**config.mk**
```make
export PLATFORM = sky130hd
export DESIGN_NAME = dual_input_debouncer
export DESIGN_NICKNAME = d
export VERILOG_FILES = /design/src/rtl/dual_input_debouncer.sv
export SDC_FILE = /design/constraint.sdc
export NUM_CORES = 1
export LEC_CHECK = 0
export BUFFER_PORTS_ARGS = -buffer_cell sky130_fd_sc_hd__buf_2
export CORE_AREA = 8 8 100 102
export DETAILED_ROUTE_END_ITERATION = 10
export DIE_AREA = 0 0 108 110
export MAX_ROUTING_LAYER = met4
export PLACE_DENSITY = 0.46
export SETUP_SLACK_MARGIN = 0.1
export SLEW_MARGIN = 20
export SYNTH_ARGS = -nofsm -noshare
export SYNTH_HDL_FRONTEND = slang
export SYNTH_HIERARCHICAL = 1
export SYNTH_SLANG_ARGS = --single-unit
```
**constraint.sdc**
```tcl
create_clock -name clk -period 2.2 [get_ports clk]
set_input_delay 0.44 -clock clk [delete_from_list [all_inputs] [get_ports clk]]
set_output_delay 0.44 -clock clk [all_outputs]
set_load 0.1 [all_outputs]
```
**src/rtl/dual_input_debouncer.sv**
```systemverilog
// Two independent synchronise-and-debounce channels that condition raw switch levels
// for the downstream AND gate, with registered one-cycle rise/fall pulses.

// state      | meaning
// S_LOW      | stable level 0, waiting for a synchronised 1
// S_CHK_HIGH | level 0, counting consecutive 1 samples before committing high
// S_HIGH     | stable level 1, waiting for a synchronised 0
// S_CHK_LOW  | level 1, counting consecutive 0 samples before committing low
module debounce_chan #(
  parameter int DEBOUNCE_CYCLES = 1000000,
  parameter int CNT_W           = 20
) (
  input  logic clk,
  input  logic rst_n,
  input  logic raw,
  output logic level,
  output logic rise,
  output logic fall
);
  typedef enum logic [1:0] {S_LOW, S_CHK_HIGH, S_HIGH, S_CHK_LOW} state_t;

  localparam logic [CNT_W-1:0] CNT_LAST = CNT_W'(DEBOUNCE_CYCLES - 1);

  logic             s1, s2;
  state_t           state, state_nxt;
  logic [CNT_W-1:0] cnt, cnt_nxt;
  logic             level_nxt, rise_nxt, fall_nxt;

  always_ff @(posedge clk or negedge rst_n) begin
    if (!rst_n) begin
      s1 <= 1'b0;
      s2 <= 1'b0;
    end else begin
      s1 <= raw;
      s2 <= s1;
    end
  end

  always_ff @(posedge clk or negedge rst_n) begin
    if (!rst_n) begin
      state <= S_LOW;
      cnt   <= '0;
      level <= 1'b0;
      rise  <= 1'b0;
      fall  <= 1'b0;
    end else begin
      state <= state_nxt;
      cnt   <= cnt_nxt;
      level <= level_nxt;
      rise  <= rise_nxt;
      fall  <= fall_nxt;
    end
  end

  // Any sample disagreeing with the candidate level abandons the check with cnt cleared.
  always_comb begin
    state_nxt = state;
    cnt_nxt   = cnt;
    level_nxt = level;
    rise_nxt  = 1'b0;
    fall_nxt  = 1'b0;
    case (state)
      S_LOW: begin
        if (s2) begin
          state_nxt = S_CHK_HIGH;
          cnt_nxt   = '0;
        end
      end
      S_CHK_HIGH: begin
        if (!s2) begin
          state_nxt = S_LOW;
          cnt_nxt   = '0;
        end else if (cnt == CNT_LAST) begin
          state_nxt = S_HIGH;
          cnt_nxt   = '0;
          level_nxt = 1'b1;
          rise_nxt  = 1'b1;
        end else begin
          cnt_nxt = cnt + 1'b1;
        end
      end
      S_HIGH: begin
        if (!s2) begin
          state_nxt = S_CHK_LOW;
          cnt_nxt   = '0;
        end
      end
      S_CHK_LOW: begin
        if (s2) begin
          state_nxt = S_HIGH;
          cnt_nxt   = '0;
        end else if (cnt == CNT_LAST) begin
          state_nxt = S_LOW;
          cnt_nxt   = '0;
          level_nxt = 1'b0;
          fall_nxt  = 1'b1;
        end else begin
          cnt_nxt = cnt + 1'b1;
        end
      end
      default: begin
        state_nxt = S_LOW;
        cnt_nxt   = '0;
        level_nxt = 1'b0;
      end
    endcase
  end
endmodule

module dual_input_debouncer #(
  parameter int DEBOUNCE_CYCLES = 1000000,
  parameter int CNT_W           = 20
) (
  input  logic clk,
  input  logic rst_n,
  input  logic a_raw,
  input  logic b_raw,
  output logic a_out,
  output logic b_out,
  output logic a_rise,
  output logic a_fall,
  output logic b_rise,
  output logic b_fall
);
  debounce_chan #(.DEBOUNCE_CYCLES(DEBOUNCE_CYCLES), .CNT_W(CNT_W)) u_chan_a (
    .clk   (clk),
    .rst_n (rst_n),
    .raw   (a_raw),
    .level (a_out),
    .rise  (a_rise),
    .fall  (a_fall)
  );

  debounce_chan #(.DEBOUNCE_CYCLES(DEBOUNCE_CYCLES), .CNT_W(CNT_W)) u_chan_b (
    .clk   (clk),
    .rst_n (rst_n),
    .raw   (b_raw),
    .level (b_out),
    .rise  (b_rise),
    .fall  (b_fall)
  );
endmodule
```
==> summary.txt, run 1 <==
Run status
  – Outcome: finished clean

Critical path
  – Setup crit end kind: flip-flop
  – CP max FO: 5
  – Most used cell, CP: a21o_1
  – Reg2reg path depth: 6
  – Required time of the critical path: around 2.4 ns
  – Cell chain of the critical path: or4_4 > nor3_4 > a21o_1 > buf_4 > nor3_1 > a21o_1
  – CP startpoint: u_chan_b/cnt[11]
  – Worst path arrival time: 2.22 ns
  – CP max-delay cell: or4_4
  – R2R Path End: u_chan_b/cnt[17]
  – R2R Setup Slk: 0.18 ns
  – Worst r2r src: u_chan_b/cnt[11]
  – Setup CP Type: reg2reg
  – Startpoint types: flip-flop
  – Delay of the slowest cell on the worst path: roughly 0.54 ns

Final layout
  – Layout cells sized above 1: between 10% and 20%
  – Fin nets: between 300 and 400
  – Fin util: a little under two fifths
  – Antenna diodes: 0
  – Top flop regs: u_chan_a/cnt x20, u_chan_b/cnt x20
  – Synth-to-layout area growth: 16.81%

Routing
  – Iter 0 DRT Violations: 65
  – Final WL: between 6000 and 7000 um
  – Via-to-Cell Ratio: 5.202
  – WL per Instance: roughly 15 um
  – DRC: 0
  – Final ANT Viol Nets: 0
  – Initial DRT Pass Iterations: 4
  – Vias: 2,190

Global route
  – Vias in the first global route: 2,195
  – First-pass GRT wire length: roughly 11,000 um
  – Grt total ovfl: 0
  – Antenna violations before repair: 0
  – Largest net degree at the start of global routing: 55
  – Total GRT Usage: a little under an eighth

Power
  – Net Switching: 0.4299 mW
  – P_int: 1.532 mW
  – PwrDens: between 600 and 700 nW/um^2
  – Logic pwr share: approximately 5.7%
  – Worst-case vdd ir drop: 0.0002763 V
  – Sequential Power Share: roughly 52%
  – Lkg Pwr: 1.447 nW
  – Switching share of power: roughly 22%
  – Clock power frac: between 40% and 50%

Logic synthesis
  – Largest family of logic cells by synthesized area: simple AND/OR/NAND/NOR gates
  – Adder-cell share of the synthesized area: less than 1%
  – Simple-Gate Fraction of Synth Area: 26.05%
  – Yosys reg bits: 54
  – Post-synthesis async set-or-reset flop share: 100.0%
  – Post-synth top area share: between 40% and 50%
  – Synth warn: 6
  – Synth Area in XOR/XNOR: roughly 3.2%
  – Post-synthesis mux area share: 0.8112%
  – Compound-gate portion of the synthesized area: between 15 and 20%
  – Seq/Total Area, Yosys: 48.67%
  – Area leader, netlist: dfrtp_1
  – Synth Area per Inst: slightly below 10 um^2
  – Post-synth EDFFs: 0
  – Top_reg_cell synth: dfrtp_1
  – Synthesized Nets: 289
  – Synthesized instance count: approximately 280
  – Area contributors post-synth: dfrtp_1 49%, nand3_1 4.0%, o21ai_0 4.0%, nand2_1 3.1%, a21o_1 3.0%
  – Yosys cell types: 54
  – Post-Syn Area: about 2800 um^2

STA
  – Period utilisation layout: between 90% and 100%
  – Fin. Hold Viols: 0
  – Rel. slew slack: a little under three fifths
  – Unrepaired setup endpoints after global routing: false
  – Max Freq: 496.0 MHz
  – Fin crit period: roughly 2 ns
  – Clock Skew: roughly 0.006 ns
  – Worst Tran Pin Value: approximately 0.66 ns
  – Final setup fails: 0
  – Final Slew Violations: 0
  – Setup TNS: 0 ns

Placed design
  – Gpl congestion: around 0.76
  – HPWL Detailed: 4094 um
  – PortBufs: 9

Floorplanning
  – Starting Density: 32.80%
  – Core area: around 8500 um^2
  – Die Span Y: approximately 110 um
  – Die Span X: between 100 and 150 um
  – Number of cell rows: 34
  – Number of top-level pins: 10
  – Die area: 11,880 um^2

Clock network
  – # clock sinks: 54
  – CTS Hold Bufs: 0
  – CTS clock-pin slew for the worst setup and hold paths: ~0.10 ns
  – Root Driver: clkbuf_8
  – CTS tree: yes
  – Clk buf depth: 2
  – CTS buffer count: 5
  – H-tree depth: 2
  – Clk_lat worst skew: 0.30 ns

Job
  – Maxcap violations: 0

Worst hold path
  – Worst hold path type: in2async
layout by cell type, fill, tap and decap left out, drive strengths merged, types with 6 or more instances in the layout:
master  instances
dfrtp          54
buf            27
o21ai          24
nand2          23
nand3          23
a21oi          15
nor2           14
a21o           12
inv            11
nor3           10
a31oi           9
or3             9
nand4           9
and3            8
a22o            7
nor4            7
clkbuf          6
xor2            6
final cells by class:
type	count	area, um^2
Timing Repair Buffer	27	192.7
Clock buffer	6	82.58
Sequential cell	54	1351
Fill cell	855	5223
Tap cell	108	135.1
Multi-Input combinational cell	213	1380
Inverter	11	41.29
Clock inverter	2	60.06
cell families after synthesis:
| family | Yosys count |
|---|---|
| xor gates and xnor gates | 10 |
| AOI/OAI and AO/OA | 75 |
| and+or+nand+nor | 123 |
| DFF | 54 |
| buffers and inverters | 17 |
| muxes | 2 |
| adders and majority gates | 2 |
cells in the mapped netlist, drive strengths merged (4+ instances only):
cell type	number
nor3	10
nor2	14
and3	8
o21ai	24
a31oi	9
xnor2	4
buf	4
nor4	7
inv	11
a21oi	14
dfrtp	54
nand3	23
a22o	7
nand4	9
or3	9
nand2	23
a21o	12
xor2	6
stage by stage:
stage | cell area, um^2 | setup slack, ns | hold WS, ns | total power [mW] | instances
after floorplan | 2776 | 0.3039 | 0.1444 | 1.109 | 283
after global placement | 3052 | 0.04858 | 0.3317 | 1.159 | 411
after detailed placement | 3052 | 0.009498 | 0.3370 | 1.159 | 411
after CTS | 3202 | 0.1319 | 0.1230 | 2.000 | 419
after global routing | 3243 | 0.1128 | 0.1292 | 2.056 | 421
final | 3243 | 0.1837 | 0.1167 | 1.962 | 421
how the worst max path moves through the flow:
stage               depth (start not counted)                to  slack (ns)
global route                                6   u_chan_b/cnt[3]        0.11
floorplan                                   6  u_chan_a/cnt[18]        0.30
global placement                            6   u_chan_b/cnt[9]        0.05
finish                                      6  u_chan_b/cnt[17]        0.18
detailed placement                          6  u_chan_b/cnt[12]       0.009
CTS                                         5   u_chan_b/cnt[8]        0.13
per-layer routing:
| layer | up-vias | track usage, % | part of all wire [%] |
|---|---|---|---|
| met1 | 1063 | 13.54 | 49 |
| li1 | 1110 | - | - |
| met4 | 0 | 3.865 | 1.3 |
| met5 | - | - | 0 |
| met3 | 7 | 2.151 | 1.7 |
| met2 | 10 | 18.53 | 48 |
power groups by stage:
stage                     registers (mW)  clock network [mW]  logic (mW)
after global placement              1.05                   0       0.111
final                               1.03               0.822       0.112
after global routing                1.03               0.894       0.128
after CTS                           1.03               0.860       0.112
after detailed placement            1.05                   0       0.111
after floorplan                     1.04                   0      0.0654
critical path: cells and delay by family, from the launching register on:
kind	cells	cell delay [ns]
and+or+nand+nor	3	0.87
DFF	1	0.45
AOI/OAI and AO/OA	2	0.42
buffers and inverters	1	0.17
what timing repair did:
action,CTS,global route
setup buffers,0,1
resized for setup,1,5
pin swaps,0,2
endpoints found under the setup margin,8,14
cloned,0,1
No activity file was read; power rests on OpenSTA's default activity.
==> run 2: changes to the inputs <==
--- a/config.mk
+++ b/config.mk
@@ -6,11 +6,11 @@
 export NUM_CORES = 1
 export LEC_CHECK = 0
 export BUFFER_PORTS_ARGS = -buffer_cell sky130_fd_sc_hd__buf_2
-export CORE_AREA = 8 8 100 102
+export CORE_AREA = 8 8 93 95
 export DETAILED_ROUTE_END_ITERATION = 10
-export DIE_AREA = 0 0 108 110
+export DIE_AREA = 0 0 101 103
 export MAX_ROUTING_LAYER = met4
-export PLACE_DENSITY = 0.46
+export PLACE_DENSITY = 0.52
 export SETUP_SLACK_MARGIN = 0.1
 export SLEW_MARGIN = 20
 export SYNTH_ARGS = -nofsm -noshare
==> run 2 against run 1 <==
Die area down 12%. Core utilization up 7.2 points. Final area up 0.12%. Maximum frequency down 2.8%. Combinational power up 5%. Sequential power about the same. Wire length up 0.78%. First-iteration DRC count up 34%. Register-to-register slack worse by 0.06 ns. Non-clock buffer count up 4. Largest cell class unchanged.
==> summary.txt, run 2 (synthesis gave the netlist of run 1 again) <==
Final layout
  – Fin cells: roughly 420
  – Antenna diodes: 0
  – Fin util: 45.49%
  – Post-route cell area: between 3000 and 4000 um^2
  – Most common cell after layout, fill and taps aside: dfrtp_1
  – Top flop regs: u_chan_a/cnt x20, u_chan_b/cnt x20
  – Synth-to-layout area growth: 16.94%
  – Layout cells sized above 1: between 10% and 20%
  – Fill count: 695
  – Most frequent cells in the layout: 53 x dfrtp_1, 22 x nand2_1, 22 x nand3_1, 22 x o21ai_0, 19 x buf_4
  – Fin nets: ~320

STA
  – Final Slew Violations: 0
  – Fin. Hold Viols: 0
  – Hold Slack: about 0.12 ns
  – Max Freq: around 480 MHz
  – Worst Tran Pin Value: 0.6654 ns
  – Fin crit period: between 2 and 2.5 ns
  – Clock Skew: 0.01296 ns
  – Period utilisation layout: a little over nine tenths
  – Setup WS post-layout: 0.1256 ns
  – Rel. slew slack: between 50% and 60%
  – Final setup fails: 0
  – Setup TNS: 0 ns
  – Unrepaired setup endpoints after global routing: true

Global route
  – Vias in the first global route: approximately 2,300
  – Total GRT Usage: 12.96%
  – Antenna violations before repair: 0
  – Grt total ovfl: 0
  – Largest net degree at the start of global routing: 33
  – First-pass GRT wire length: around 11,000 um

Power
  – Lkg Pwr: between 1 and 1.5 nW
  – Worst-case vdd ir drop: about 0.00027 V
  – PwrDens: 556.8 nW/um^2
  – Pwr Total: approximately 1.8 mW

Critical path
  – Setup crit end kind: flip-flop
  – Required time of the critical path: approximately 2.4 ns
  – CP startpoint: u_chan_b/cnt[13]
  – Setup CP Type: reg2reg
  – Worst r2r src: u_chan_b/cnt[13]
  – Startpoint types: flip-flop
  – Worst path arrival time: about 2.3 ns
  – CP max FO: 6

Job
  – Maxcap violations: 0

Clock network
  – CTS buffer count: 5
  – CTS Hold Bufs: 0
  – Root Driver: clkbuf_8
  – CTS tree: yes
  – CTS clock-pin slew for the worst setup and hold paths: 0.10 ns
  – Clk_lat worst skew: ~0.30 ns
  – # clock sinks: 54
  – H-tree depth: 2
  – Clk buf depth: 2

Routing
  – Wire length on met2: about 3000 um
  – Max layer used: met4
  – Met3 routed wirelength: around 150 um
  – Final ANT Viol Nets: 0
  – Initial DRT Pass Iterations: 5
  – Via-to-Cell Ratio: 5.408
  – Iter 0 DRT Violations: a little under 90
  – DRC: 0
  – WL per Instance: 14.94 um
  – Final WL: 6230 um
  – Vias: between 2,000 and 2,500
  – WL met1: roughly 3000 um

Run status
  – Outcome: finished clean

Placed design
  – Dpl cell area: 3075 um^2
  – Post-Place Cells: between 400 and 500
  – Pre-CTS setup slack: a little over 0.09 ns
  – HPWL Detailed: roughly 4300 um
  – PortBufs: 9
  – Gpl congestion: 0.7961

Floorplanning
  – Die Span Y: 103 um
  – Number of cell rows: 31
  – Core area: 7137 um^2
  – Die Span X: roughly 100 um
  – Number of top-level pins: 10
  – Die area: about 10,000 um^2
  – Starting Density: between 30% and 40%

Worst hold path
  – Worst hold path type: in2async
==> run 2: cell count changes in the layout (fill, tap and decap cells not counted), sizes merged <==
cell / previous run / this run
buf: 27 / 31
a21oi: 15 / 16
bufinv: 2 / 1
clkinvlp: 0 / 1
==> run 2: area by class of cell <==
cell class,instances,area [um^2],area share [%]
tap,99,123.9,3.815
timing repair buffer,31,239.0,7.360
multi-input combinational,214,1380,42.50
inverter,11,41.29,1.272
sequential,54,1353,41.66
clock inverter,2,37.54,1.156
clock buffer,6,72.57,2.235
==> run 2: path summary, 6_finish.rpt <==
check	depth (start not counted)	end	slack, ns
max reg2reg	6	u_chan_b/cnt[8]	0.13
max	6	u_chan_b/cnt[8]	0.13
min reg2reg	0	u_chan_b/s2	0.36
min in group clk	1	u_chan_a/s1	0.23
min	1	u_chan_b/cnt[14]	0.12
max in group asynchronous	2	u_chan_b/cnt[3]	1.51
==> run 2: power by group <==
part | leakage [nW] | total [mW] | internal (mW) | switching (mW)
Sequential | 0.736 | 1.03 | 1.01 | 0.0196
Clock | 0.0514 | 0.662 | 0.340 | 0.322
Combinational | 0.665 | 0.118 | 0.0421 | 0.0755
Total | 1.45 | 1.81 | 1.39 | 0.417
==> run 2: worst max-delay path, stage by stage (launching register included) <==
cell     delay (ns)
dfrtp_2        0.44
or4b_4         0.51
nor4_4         0.30
buf_4          0.19
a21oi_4        0.10
a21o_1         0.21
a22o_1         0.20
==> run 2: per-layer routing <==
metal  global-route usage [%]  vias up
li1                         -     1124
met1                    15.46     1089
met2                    22.16       33
met3                    2.093        9
met4                    3.666        0
met5                        -        -
==> run 2: repair_timing <==
action / in CTS / in global routing
gates cloned: 0 / 2
resized for setup: 1 / 5
endpoints found under the setup margin: 6 / 15
setup buffers: 0 / 2
pin swaps: 0 / 8
